**src/rtl/hazard_pkg.sv**
```systemverilog
// Shared encodings and instruction field positions for the hazard/stall controller.
package hazard_pkg;

  typedef enum logic [1:0] {
    StRun     = 2'd0,
    StLuStall = 2'd1,
    StMemWait = 2'd2
  } state_e;

  localparam int unsigned RS_MSB = 25;
  localparam int unsigned RS_LSB = 21;
  localparam int unsigned RT_MSB = 20;
  localparam int unsigned RT_LSB = 16;

  localparam int unsigned REG_ZERO = 0;

endpackage

```
**src/rtl/hazard_reg_cmp.sv**
```systemverilog
// Compares one producer destination against the ID instruction's rs/rt sources.
module hazard_reg_cmp
  import hazard_pkg::*;
#(
  parameter int unsigned REG_ADDR_W = 5
) (
  input  logic [REG_ADDR_W-1:0] dest_i,
  input  logic [REG_ADDR_W-1:0] rs_i,
  input  logic [REG_ADDR_W-1:0] rt_i,
  input  logic                  uses_rt_i,
  output logic                  hit_o
);

  logic dest_live;
  logic rs_hit;
  logic rt_hit;

  // $zero is hardwired, so a write to it never creates a dependency.
  always_comb begin
    dest_live = (dest_i != REG_ADDR_W'(REG_ZERO));
    rs_hit    = dest_live && (dest_i == rs_i);
    rt_hit    = dest_live && uses_rt_i && (dest_i == rt_i);
    hit_o     = rs_hit || rt_hit;
  end

endmodule

```
**src/rtl/hazard_stall_ctrl.sv**
```systemverilog
// Load-use / branch-in-ID hazard detection with multi-cycle bubbles and memory freeze.
// Optional per-cause cycle counters are built when HAZ_PERF_CNT_EN is defined.
module hazard_stall_ctrl
  import hazard_pkg::*;
#(
  parameter int unsigned REG_ADDR_W = 5,
  parameter int unsigned INST_W     = 32,
  parameter int unsigned LOAD_LAT   = 1,
  parameter int unsigned CNT_W      = 16
) (
  input  logic                  clk_i,
  input  logic                  rst_i,
  input  logic [INST_W-1:0]     if_id_inst_i,
  input  logic                  id_uses_rt_i,
  input  logic                  id_is_branch_i,
  input  logic                  id_ex_memrd_i,
  input  logic                  id_ex_regwrite_i,
  input  logic [REG_ADDR_W-1:0] id_ex_rd_i,
  input  logic                  ex_mem_memrd_i,
  input  logic [REG_ADDR_W-1:0] ex_mem_rd_i,
  input  logic                  branch_taken_i,
  input  logic                  mem_stall_i,
  output logic                  pc_stall_o,
  output logic                  stallHold_o,
  output logic                  mux_control_o,
  output logic                  if_id_flush_o,
  output logic                  pipe_freeze_o
`ifdef HAZ_PERF_CNT_EN
  ,
  output logic [CNT_W-1:0]      lu_stall_cnt_o,
  output logic [CNT_W-1:0]      br_stall_cnt_o,
  output logic [CNT_W-1:0]      freeze_cnt_o
`endif
);

  localparam logic [2:0] LAT_M1 = 3'(LOAD_LAT - 1);

  logic [REG_ADDR_W-1:0] rs;
  logic [REG_ADDR_W-1:0] rt;
  logic                  ex_hit;
  logic                  mem_hit;
  logic                  lu;
  logic                  bd;
  logic                  unused_inst;

  assign rs          = if_id_inst_i[RS_MSB:RS_LSB];
  assign rt          = if_id_inst_i[RT_MSB:RT_LSB];
  assign unused_inst = ^{if_id_inst_i[INST_W-1:RS_MSB+1], if_id_inst_i[RT_LSB-1:0]};

  hazard_reg_cmp #(
    .REG_ADDR_W (REG_ADDR_W)
  ) u_cmp_ex (
    .dest_i    (id_ex_rd_i),
    .rs_i      (rs),
    .rt_i      (rt),
    .uses_rt_i (id_uses_rt_i),
    .hit_o     (ex_hit)
  );

  hazard_reg_cmp #(
    .REG_ADDR_W (REG_ADDR_W)
  ) u_cmp_mem (
    .dest_i    (ex_mem_rd_i),
    .rs_i      (rs),
    .rt_i      (rt),
    .uses_rt_i (id_uses_rt_i),
    .hit_o     (mem_hit)
  );

  assign lu = id_ex_memrd_i && ex_hit;
  assign bd = id_is_branch_i && ((id_ex_regwrite_i && ex_hit) || (ex_mem_memrd_i && mem_hit));

  state_e     state_q, state_d;
  state_e     ret_state_q, ret_state_d;
  state_e     eff_state;
  logic [2:0] bub_cnt_q, bub_cnt_d;
  logic       flush_pend_q, flush_pend_d;
  logic       stall;
  logic       flush;
  logic       freeze;

  always_comb begin
    state_d      = state_q;
    ret_state_d  = ret_state_q;
    bub_cnt_d    = bub_cnt_q;
    flush_pend_d = flush_pend_q;
    stall        = 1'b0;
    flush        = 1'b0;
    freeze       = 1'b0;
    // Once the memory releases, the interrupted state's behaviour applies in that same cycle.
    eff_state    = (state_q == StMemWait) ? ret_state_q : state_q;

    if (mem_stall_i) begin
      freeze       = 1'b1;
      state_d      = StMemWait;
      ret_state_d  = eff_state;
      flush_pend_d = flush_pend_q | branch_taken_i;
    end else begin
      case (eff_state)
        StLuStall: begin
          stall        = 1'b1;
          bub_cnt_d    = bub_cnt_q - 3'd1;
          flush_pend_d = flush_pend_q | branch_taken_i;
          state_d      = (bub_cnt_q == 3'd1) ? StRun : StLuStall;
        end
        default: begin
          state_d = StRun;
          if (lu || bd) begin
            stall        = 1'b1;
            flush_pend_d = flush_pend_q | branch_taken_i;
            if (lu && (LOAD_LAT > 1)) begin
              state_d   = StLuStall;
              bub_cnt_d = LAT_M1;
            end
          end else begin
            flush        = branch_taken_i | flush_pend_q;
            flush_pend_d = 1'b0;
          end
        end
      endcase
    end
  end

  always_ff @(posedge clk_i or negedge rst_i) begin
    if (!rst_i) begin
      state_q      <= StRun;
      ret_state_q  <= StRun;
      bub_cnt_q    <= 3'd0;
      flush_pend_q <= 1'b0;
    end else begin
      state_q      <= state_d;
      ret_state_q  <= ret_state_d;
      bub_cnt_q    <= bub_cnt_d;
      flush_pend_q <= flush_pend_d;
    end
  end

  // Outputs are forced low for the whole time reset is held, not just at the edge.
  assign pc_stall_o    = rst_i & stall;
  assign stallHold_o   = rst_i & stall;
  assign mux_control_o = rst_i & stall;
  assign if_id_flush_o = rst_i & flush;
  assign pipe_freeze_o = rst_i & freeze;

`ifdef HAZ_PERF_CNT_EN
  logic             lu_cyc;
  logic             br_cyc;
  logic [CNT_W-1:0] lu_cnt_q;
  logic [CNT_W-1:0] br_cnt_q;
  logic [CNT_W-1:0] frz_cnt_q;

  assign lu_cyc = stall && ((eff_state == StLuStall) || lu);
  assign br_cyc = stall && !lu_cyc;

  always_ff @(posedge clk_i or negedge rst_i) begin
    if (!rst_i) begin
      lu_cnt_q  <= '0;
      br_cnt_q  <= '0;
      frz_cnt_q <= '0;
    end else begin
      if (lu_cyc && (lu_cnt_q != '1)) lu_cnt_q <= lu_cnt_q + 1'b1;
      if (br_cyc && (br_cnt_q != '1)) br_cnt_q <= br_cnt_q + 1'b1;
      if (freeze && (frz_cnt_q != '1)) frz_cnt_q <= frz_cnt_q + 1'b1;
    end
  end

  assign lu_stall_cnt_o = lu_cnt_q;
  assign br_stall_cnt_o = br_cnt_q;
  assign freeze_cnt_o   = frz_cnt_q;
`else
  // Counters are not built; the stall behaviour above is unchanged.
`endif

endmodule

```
**config.mk**
```make
export PLATFORM = sky130hd
export DESIGN_NAME = hazard_stall_ctrl
export DESIGN_NICKNAME = d
export VERILOG_FILES = /design/src/rtl/hazard_pkg.sv /design/src/rtl/hazard_reg_cmp.sv /design/src/rtl/hazard_stall_ctrl.sv
export SDC_FILE = /design/constraint.sdc
export NUM_CORES = 1
export LEC_CHECK = 0
export CORE_AREA = 2 2 48 50
export DETAILED_ROUTE_END_ITERATION = 10
export DIE_AREA = 0 0 50 52
export GPL_TIMING_DRIVEN = 0
export PLACE_DENSITY = 0.81
export SETUP_SLACK_MARGIN = 0.5
export SLEW_MARGIN = 20
export SYNTH_ARGS = -nofsm -noshare
export SYNTH_HDL_FRONTEND = slang
export SYNTH_SLANG_ARGS = --single-unit
```
**constraint.sdc**
```tcl
create_clock -name clk_i -period 7.4 [get_ports clk_i]
set_input_delay 2.22 -clock clk_i [delete_from_list [all_inputs] [get_ports clk_i]]
set_output_delay 2.22 -clock clk_i [all_outputs]
set_load 0.02 [all_outputs]
```
==> results of run 1 <==
[path summary, 6_finish.rpt]
kind	endpoint	slack [ns]	cells past startpoint
max	if_id_flush_o	0.67	6
max reg2reg	bub_cnt_q[2]	6.01	5
min in group asynchronous	state_q[0]	2.27	1
min	bub_cnt_q[2]	0.49	1
max in group asynchronous	bub_cnt_q[2]	4.84	1
min reg2reg	bub_cnt_q[2]	0.49	1
[power breakdown]
group	internal, uW	leakage, uW	total [uW]	switching, uW
Combinational	33.5	0.000356	60.3	26.7
Clock	18.5	0.0000138	32.5	14.0
Sequential	53.6	0.000101	58.9	5.23
[cell usage in the layout (no fill, tap or decap), types with 2 or more instances in the layout]
cell	synthesis	routed
dlymetal6s2s_1	0	2
dfrtp_1	8	8
buf_4	2	2
a21oi_1	4	4
or4_1	2	2
inv_1	3	3
nor2_1	4	4
clkbuf_4	0	3
nand3_1	2	2
xor2_1	16	16
nor3_1	3	3
ha_1	2	2
clkdlybuf4s50_1	0	31
nor4_1	2	2
xnor2_1	6	6
nand2_1	2	2
[worst max-delay path, stage by stage]
cell,delay (ns)
clkdlybuf4s50_1,0.46
or4_1,0.55
nor2_1,0.14
o31ai_2,0.10
nor4_1,0.36
clkdlybuf4s50_1,0.68
[cells in the mapped netlist (all sizes together)]
cell and n:
a21oi 5, a22o 1, a32oi 1, and2 1, buf 2, clkbuf 1
dfrtp 8, ha 2, inv 3, mux2i 1, nand2 2, nand2b 1
nand3 2, nor2 4, nor2b 1, nor3 3, nor4 3, nor4bb 1
o211ai 1, o21ba 1, o31ai 1, o32a 1, or4 2, xnor2 6
xor2 16
[per-layer routing]
metal  GRT usage, %  wire (um)  up-vias
li1               -          -      314
met1           15.0        607      284
met2           27.2        891       24
met3           2.01        102        4
met4           6.94         29        0
met5              0          0        -
[state kept, by name, indices dropped and copies added (netlist names)]
register	cells
state_q	2
ret_state_q	2
bub_cnt_q	3
flush_pend_q	1
[layout make-up]
cell class                 instances  area, sq um  area share [%]
tap                               28         35.0            3.31
sequential                         8          200            18.9
buffer                             3         18.8            1.77
inverter                           3         11.3            1.06
multi-input combinational         56          435            41.1
timing repair buffer              33          335            31.7
clock buffer                       3         22.5            2.13
[logic make-up (layout without fill, tap and decap cells)]
group,Yosys count,in the layout,synth area share [%]
buffers and inverters,6,42,4.51
DFF,8,8,30.1
and+or+nand+nor,20,20,17.5
muxes,1,1,1.50
AOI/OAI and AO/OA,11,11,13.7
adders and majority gates,2,2,3.76
xor gates and xnor gates,22,22,28.9
[stage by stage]
step                      hold slack, ns  area (sq um)  utilization [%]  cells
final                              0.486          1060             50.3    134
after global routing               0.506          1060             50.3    134
after CTS                          0.487          1050             50.0    134
after detailed placement           0.475          1030             49.0    131
after global placement             0.461          1030             49.0    131
after floorplan                    0.445           666                -     70
[what timing repair did]
item                                    in CTS  in global routing
hold buffers                                 0                  0
endpoints found under the setup margin       0                  2
resized for setup                            0                  2
==> summary.md, run 1 <==
| Metric | Value |
|---|---|
| Status | finished, final reports clean |
| Final setup viols | 0 |
| Vias post-DR | 626 |
| GP Congestion | roughly 0.78 |
| Setup tns final | 0 ns |
| Total Wirelength | 1630 um |
| Syn_nets | between 100 and 150 |
| Min-delay worst type | reg2reg |
| Crit path max fanout | 3 |
| Seq/Total Area, Yosys | 30.1% |
| Post-CTS Repair Setup Buffers | 0 |
| Hpwl dp | 1460 um |
| Synth Cell Area | between 600 and 700 sq um |
| CTS tree | done |
| Synth Register Bits | 8 |
| H-tree Lvls | 1 |
| Fin nets | 161 |
| RSZ-0062 raised after global routing | false |
| Row count | 17 |
| Clk root buf | clkbuf_4 |
| Pins Over Slew Limit | 0 |
| Startpoint Class | input pin |
| Gr usage total | 14.2% |
| Synth Area per Inst | approximately 9.5 sq um |
| Share of the synthesized area in the top cell type | between 30% and 40% |
| Overall power | 152 uW |
| Number of fill cells | 190 |
| Syn. warnings | 0 |
| CP Class | in2out |
| Global-route wire length before repair | about 2800 um |
| Hold_sp | bub_cnt_q[2] |
| Top cells by area, synth | dfrtp_1 (30%), xor2_1 (21%), xnor2_1 (7.9%), ha_1 (3.8%), a21oi_1 (3.0%) |
| Initial antenna violation count | 0 |
| Clock sink total | 8 |
| Post-Syn Instances | 70 |
| Maximum number of pins on one net before global-route repair | 11 |
| Leakage power | between 0.0004 and 0.0005 uW |
| Worst vdd ir | between 0.00006 and 0.00007 V |
| Port bufs | 33 |
| Clock period minus worst slack | around 6.7 ns |
| Die area | ~2600 sq um |
| Worst Path Required | ~5.2 ns |
| I/O pin cnt | 56 |
| Wirelength per Cell | around 12 um |
| Worst slack, placed | between 0.6 and 0.7 ns |
| Ant diodes | 0 |
| Die Height | roughly 52 um |
| Critical Path AT | 4.51 ns |
| RR Startpoint | state_q[0] |
| Share of cells above drive strength 1 | about 8.5% |
| DRT Pass-1 Iters | 3 |
| Initial Utilization | a little under a third |
| Area of the core | between 2000 and 2500 sq um |
| Max-Cap Viols | 0 |
| Slew HR | 72.0% |
| Crit end category | output port |
| Final Hold Fails | 0 |
| DRC errors left | 0 |
| Num CTS Buffers | 3 |
| Critical path launch point | id_ex_rd_i[0] |
| Final setup margin | between 0.6 and 0.7 ns |
| Detail Route Antenna Nets | 0 |
| Clk_skew | around 0.0020 ns |
| Final global-route overflow total | 0 |
| Final period util | roughly nine tenths |
| Clock transition at the registers of the reported paths | around 0.050 ns |
| Unique cell type count in the Yosys netlist | 27 |
| Cell taking the most area after synthesis | dfrtp_1 |
| Vias in the first global route | approximately 700 |
| Routed vias/inst | ~4.7 |
| DR iter-0 viols | 1 |
| Actual slew at the worst max-slew pin | between 0.4 and 0.5 ns |
| Area grow syn2layout | 59.0% |
| Fmax | approximately 150 MHz |
| Die X | approximately 50 um |
| Pwr per Cell Area | 143 nW/um^2 |
| Clock Latency Late Sink | between 0.2 and 0.3 ns |
| Clock tree buffer depth | 2 |
Power figures use the tool's default switching activity.
==> run 2: changes to the inputs <==
Settings changed: GPL_TIMING_DRIVEN 0 to default.
==> run 2 against run 1 <==
Against the previous run:
- count of clock-buffer cells in the layout unchanged
- first-iteration DRC count unchanged
- combinational power increased by 1%
- worst hold slack got worse by 0.013 ns
- final area is 1.8% lower
- via count decreased by 0.48%
- critical path depth is 1 higher
- non-clock buffer count shrank 3
- clock skew is 0.0042 ns higher
- largest power group unchanged
- sequential cell count unchanged
- critical path type unchanged
- critical endpoint is now pc_stall_o
==> summary.md, run 2 (synthesized netlist as in run 1, its figures left out) <==
| Metric | Value |
|---|---|
| Die Height | 52 um (unchanged) |
| Total Wirelength | 1630 um (about the same) |
| Final Hold Fails | 0 (unchanged) |
| Area grow syn2layout | 56.2% |
| Logic pwr share | 40.1% (+0.3 points) |
| Gr usage total | 13.9% (-0.33 points) |
| CP Class | in2out |
| RSZ-0062 raised after global routing | false |
| Resize count post-CTS | 0 (unchanged) |
| Clk root buf | clkbuf_4 |
| Clock tree buffer depth | 2 (unchanged) |
| Maximum number of pins on one net before global-route repair | 11 (unchanged) |
| Sw Pwr | 46.2 uW (+0.53%) |
| Detail Route Antenna Nets | 0 (unchanged) |
| CTS tree | done |
| Setup tns final | 0 ns (unchanged) |
| Worst vdd ir | 0.0000707 V (+4.4%) |
| Ant diodes | 0 (unchanged) |
| Num CTS Buffers | 3 (unchanged) |
| Sw Ratio | 30.5% (+0.15 points) |
| Max reg flops | 3 (unchanged) |
| Initial antenna violation count | 0 (unchanged) |
| GP Congestion | 0.763 (-2.3%) |
| Initial Utilization | 31.6% (unchanged) |
| Critical Path AT | 4.50 ns (about the same) |
| Hold Buf Count CTS | 0 (unchanged) |
| Actual slew at the worst max-slew pin | 0.399 ns (-0.0197 ns) |
| Clk_skew | 0.00619 ns (+0.00421 ns) |
| DRT Pass-1 Iters | 2 (-1) |
| Clock period minus worst slack | 6.72 ns (-0.00507 ns) |
| H-tree Lvls | 1 (unchanged) |
| Largest Register | bub_cnt_q |
| Vias in the first global route | 674 (-2.2%) |
| Slowest-stage cell, CP | clkdlybuf4s50_1 |
| Max-Cap Viols | 0 (unchanged) |
| Overall power | 152 uW (about the same) |
| Pwr per Cell Area | 146 nW/um^2 (+1.8%) |
| Commonest cells after routing, fill and taps aside | clkdlybuf4s50_1 (31), xor2_1 (16), dfrtp_1 (8), xnor2_1 (6) |
| Worst Path Required | 5.18 ns (about the same) |
| Fin nets | 158 (-1.9%) |
| Area of the core | 2110 sq um (unchanged) |
| Wirelength per Cell | 12.4 um (+2.2%) |
| Number of fill cells | 188 (-1.1%) |
| Slew HR | 73.3% (+1.3 points) |
| DR iter-0 viols | 1 (unchanged) |
| Final setup viols | 0 (unchanged) |
| Global-route wire length before repair | 2740 um (-2.2%) |
| Top Registers | bub_cnt_q (3), ret_state_q (2), state_q (2) |
| Clock Latency Late Sink | 0.25 ns (about the same) |
| Register share of total power | 38.7% (about the same) |
| Internal power | 105 uW (-0.19%) |
| Share of cells above drive strength 1 | 6.80% (-1.7 points) |
| Worst path cell trace | clkdlybuf4s50_1, xor2_1, nor4_2, a32oi_1, o31ai_2, o21ba_1, clkdlybuf4s50_1 |
| Clock sink total | 8 (unchanged) |
| Pins Over Slew Limit | 0 (unchanged) |
| Clock Power Share | 21.2% (-0.2 points) |
| Die X | 50 um (unchanged) |
| Final global-route overflow total | 0 (unchanged) |
| Row count | 17 (unchanged) |
| Leakage power | 0.000458 uW (-2.7%) |
| Routed vias/inst | 4.76 (+1.8%) |
| Min-delay worst type | reg2reg |
| I/O pin cnt | 56 (unchanged) |
| Crit end category | output port |
| Hpwl dp | 1430 um (-2.1%) |
| Post-CTS Repair Setup Buffers | 0 (unchanged) |
| Clock transition at the registers of the reported paths | 0.06 ns (about the same) |
| Status | finished, final reports clean |
| Crit path max fanout | 3 (unchanged) |
| Most common cell after layout, fill and taps aside | clkdlybuf4s50_1 |
| Vias post-DR | 623 (-0.48%) |
| Port bufs | 33 (unchanged) |
| Final core occ | 49.4% (-0.89 points) |
| Largest stage delay, worst path | 0.63 ns (-0.05 ns) |
| Fmax | 149 MHz (about the same) |
| Startpoint Class | input pin |
| CP dominant cell by count | clkdlybuf4s50_1 |
| Final period util | 90.8% (about the same) |
| DRC errors left | 0 (unchanged) |
| Die area | 2600 sq um (unchanged) |
run 2: path summary, 6_finish.rpt:
check                                  from  cells past startpoint  slack (ns)        endpoint
max reg2reg                  ret_state_q[0]                      4        6.01    flush_pend_q
max                        if_id_inst_i[16]                      7        0.68      pc_stall_o
max in group asynchronous             rst_i                      1        4.85  ret_state_q[0]
min                            bub_cnt_q[2]                      1        0.47    bub_cnt_q[2]
min in group asynchronous             rst_i                      1        2.26    bub_cnt_q[2]
min reg2reg                    bub_cnt_q[2]                      1        0.47    bub_cnt_q[2]
run 2: metrics by stage:
step	setup WS (ns)	hold WS (ns)	instances	area (sq um)
after floorplan	1.51	0.445	70	666
after global placement	0.743	0.459	128	1010
after detailed placement	0.659	0.470	128	1010
after CTS	0.657	0.481	131	1030
after global routing	0.505	0.503	131	1040
final	0.678	0.473	131	1040
run 2: critical path: cells and delay by family:
kind / cells / cell delay (ns)
and+or+nand+nor: 1 / 0.28
xor gates and xnor gates: 1 / 0.18
buffers and inverters: 2 / 1.12
AOI/OAI and AO/OA: 3 / 0.70
run 2: power groups by stage:
stage	clock network, uW	registers (uW)	logic, uW
floorplan	0	58.1	33.2
global placement	0	58.7	57.4
detailed placement	0	59.3	62.3
CTS	33.6	58.7	62.4
global route	37.0	59.8	68.7
finish	32.2	58.6	60.9
run 2: final cells by class:
type                    instances  area [sq um]  area share (%)
multi-input cells              56           435            41.9
inverters                       3          11.3            1.08
flip-flops and latches          8           200            19.3
repair buffers                 33           335            32.3
well taps                      28          35.0            3.37
clock buffers                   3          22.5            2.17
run 2: routing by layer:
layer  vias up  part of all wire, %  global-route usage (%)
li1        309                    -                       -
met1       286                   38                    13.9
met2        24                   53                    26.5
met3         4                  6.6                    2.59
met4         0                  1.9                    7.87
met5         -                    0                       0
==> run 3: changes to the inputs <==
Settings changed: TNS_END_PERCENT from default to 10.
==> run 3 against run 2 <==
Against the previous run:
- count of clock-buffer cells in the layout unchanged
- cell count is the same
- final area fell by 0.24%
- core utilization shrank 0.12 points
- clock power hardly changed
- maximum frequency hardly changed
- clock skew hardly changed
- largest cell class unchanged
- global-route usage is the same
- non-clock buffer count did not move
- die area unchanged
- worst setup slack lost 0.0030 ns
- via count down 0.32%
==> summary.md, run 3 (synthesized netlist as in run 1, its figures left out) <==
| Metric | Value |
|---|---|
| CTS tree | done |
| Slowest-stage cell, CP | clkdlybuf4s50_1 |
| Worst Path Required | 5.18 ns (about the same) |
| Initial antenna violation count | 0 (unchanged) |
| DR iter-0 viols | 1 (unchanged) |
| Pwr per Cell Area | 146 nW/um^2 (+0.28%) |
| Num CTS Buffers | 3 (unchanged) |
| Max-Cap Viols | 0 (unchanged) |
| Pins Over Slew Limit | 0 (unchanged) |
| Maximum number of pins on one net before global-route repair | 11 (unchanged) |
| Clock period minus worst slack | 6.73 ns (+0.00297 ns) |
| Min-delay worst type | reg2reg |
| Worst vdd ir | 0.0000707 V (about the same) |
| Final global-route overflow total | 0 (unchanged) |
| Routed vias/inst | 4.74 (-0.32%) |
| Setup tns final | 0 ns (unchanged) |
| Port bufs | 33 (unchanged) |
| Crit end category | output port |
| Top Registers | bub_cnt_q (3), ret_state_q (2), state_q (2) |
| Die X | 50 um (unchanged) |
| RR Startpoint | ret_state_q[0] |
| Status | finished, final reports clean |
| Fin nets | 158 (unchanged) |
| Die Height | 52 um (unchanged) |
| Area grow syn2layout | 55.8% |
| CP dominant cell by count | clkdlybuf4s50_1 |
| Detail Route Antenna Nets | 0 (unchanged) |
| Die area | 2600 sq um (unchanged) |
| Startpoint Class | input pin |
| Most common cell after layout, fill and taps aside | clkdlybuf4s50_1 |
| Reg area | 200 sq um (unchanged) |
| I/O pin cnt | 56 (unchanged) |
| Hold path depth | 1 (unchanged) |
| Hold EP | bub_cnt_q[2] |
| RSZ-0062 raised after global routing | true |
| Clock Latency Late Sink | 0.25 ns (about the same) |
| Multi-input logic area | 435 sq um (unchanged) |
| Vias post-DR | 621 (-0.32%) |
| Reg2reg end | flush_pend_q |
| Total Wirelength | 1630 um (-0.25%) |
| Final setup margin | 0.675 ns (-0.00297 ns) |
| CP Class | in2out |
| Overall power | 152 uW (about the same) |
| Worst path cell trace | clkdlybuf4s50_1, xor2_1, nor4_2, a32oi_1, o31ai_2, o21ba_1, clkdlybuf4s50_1 |
| Final Hold Fails | 0 (unchanged) |
| R2r setup slk | 6.01 ns (about the same) |
| DRC errors left | 0 (unchanged) |
| Clock transition at the registers of the reported paths | 0.06 ns (about the same) |
| Max reg flops | 3 (unchanged) |
| Commonest cells after routing, fill and taps aside | clkdlybuf4s50_1 (32), xor2_1 (16), dfrtp_1 (8), xnor2_1 (6) |
| DRT Pass-1 Iters | 2 (unchanged) |
| Row count | 17 (unchanged) |
| Critical Path AT | 4.51 ns (about the same) |
| Vias in the first global route | 674 (unchanged) |
| Wirelength per Cell | 12.4 um (-0.25%) |
| Hpwl dp | 1430 um (unchanged) |
| GP Congestion | 0.763 (unchanged) |
| Final period util | 90.9% (about the same) |
| Fmax | 149 MHz (about the same) |
| Clock tree buffer depth | 2 (unchanged) |
| Global-route wire length before repair | 2740 um (unchanged) |
| H-tree Lvls | 1 (unchanged) |
| Number of fill cells | 188 (unchanged) |
| Largest stage delay, worst path | 0.63 ns (about the same) |
| Clk_skew | 0.00617 ns (-0.0000200 ns) |
| Clk root buf | clkbuf_4 |
| Worst R2R Path Depth | 4 (unchanged) |
| Ant diodes | 0 (unchanged) |
| Hold_sp | bub_cnt_q[2] |
| Initial Utilization | 31.6% (unchanged) |
| Leakage power | 0.000440 uW (-4.0%) |
| Largest Register | bub_cnt_q |
| Clock sink total | 8 (unchanged) |
| Gr usage total | 13.9% (unchanged) |
| Final setup viols | 0 (unchanged) |
| Share of cells above drive strength 1 | 6.80% (unchanged) |
| Area of the core | 2110 sq um (unchanged) |
| Worst slack, placed | 0.659 ns (unchanged) |
| Slew HR | 73.3% (about the same) |
| Crit path max fanout | 3 (unchanged) |
| Actual slew at the worst max-slew pin | 0.400 ns (+0.000107 ns) |
[run 3: how the worst max path moves through the flow]
| stage | slack (ns) | start | endpoint | cells after the start |
|---|---|---|---|---|
| floorplan | 1.51 | ex_mem_rd_i[1] | if_id_flush_o | 4 |
| global placement | 0.74 | id_ex_rd_i[3] | mux_control_o | 7 |
| detailed placement | 0.66 | id_ex_rd_i[3] | pc_stall_o | 7 |
| CTS | 0.66 | id_ex_rd_i[3] | pc_stall_o | 7 |
| global route | 0.50 | id_ex_rd_i[0] | mux_control_o | 7 |
| finish | 0.67 | if_id_inst_i[16] | pc_stall_o | 7 |
[run 3: repair_timing]
item / in CTS / in global routing
resized for setup: 0 / 1
hold buffers: 0 / 0
setup buffers: 0 / 0
setup endpoints to repair: 0 / 3
[run 3: worst max-delay path: cells and delay by family]
| family | cells | cell delay, ns |
|---|---|---|
| buffers and inverters | 2 | 1.12 |
| AOI/OAI and AO/OA | 3 | 0.70 |
| xor gates and xnor gates | 1 | 0.18 |
| and+or+nand+nor | 1 | 0.28 |
[run 3: layout make-up]
type,count,area share (%)
clock buffer,3,2.17
inverter,3,1.09
multi-input combinational,56,42.0
sequential,8,19.3
tap,28,3.38
timing repair buffer,33,32.1
[run 3: layer usage]
| layer | part of all wire (%) | track usage (%) | up-vias |
|---|---|---|---|
| met5 | 0 | 0 | - |
| met4 | 1.9 | 7.87 | 0 |
| met3 | 6.6 | 2.59 | 4 |
| met2 | 53 | 26.5 | 24 |
| met1 | 38 | 13.9 | 284 |
| li1 | - | - | 309 |
[run 3: metrics by stage]
step / cells / area (sq um) / hold WS (ns) / utilization [%]
final: 131 / 1040 / 0.473 / 49.3
after global routing: 131 / 1040 / 0.503 / 49.3
after CTS: 131 / 1030 / 0.481 / 49.1
after detailed placement: 128 / 1010 / 0.470 / 48.1
after global placement: 128 / 1010 / 0.459 / 48.1
after floorplan: 70 / 666 / 0.445 / -
[run 3: power breakdown]
group          switching (uW)  internal [uW]  leakage [uW]
clock network            13.7           18.5     0.0000138
logic                    27.5           33.4      0.000325
registers                5.05           53.6      0.000101
total                    46.2            106      0.000440
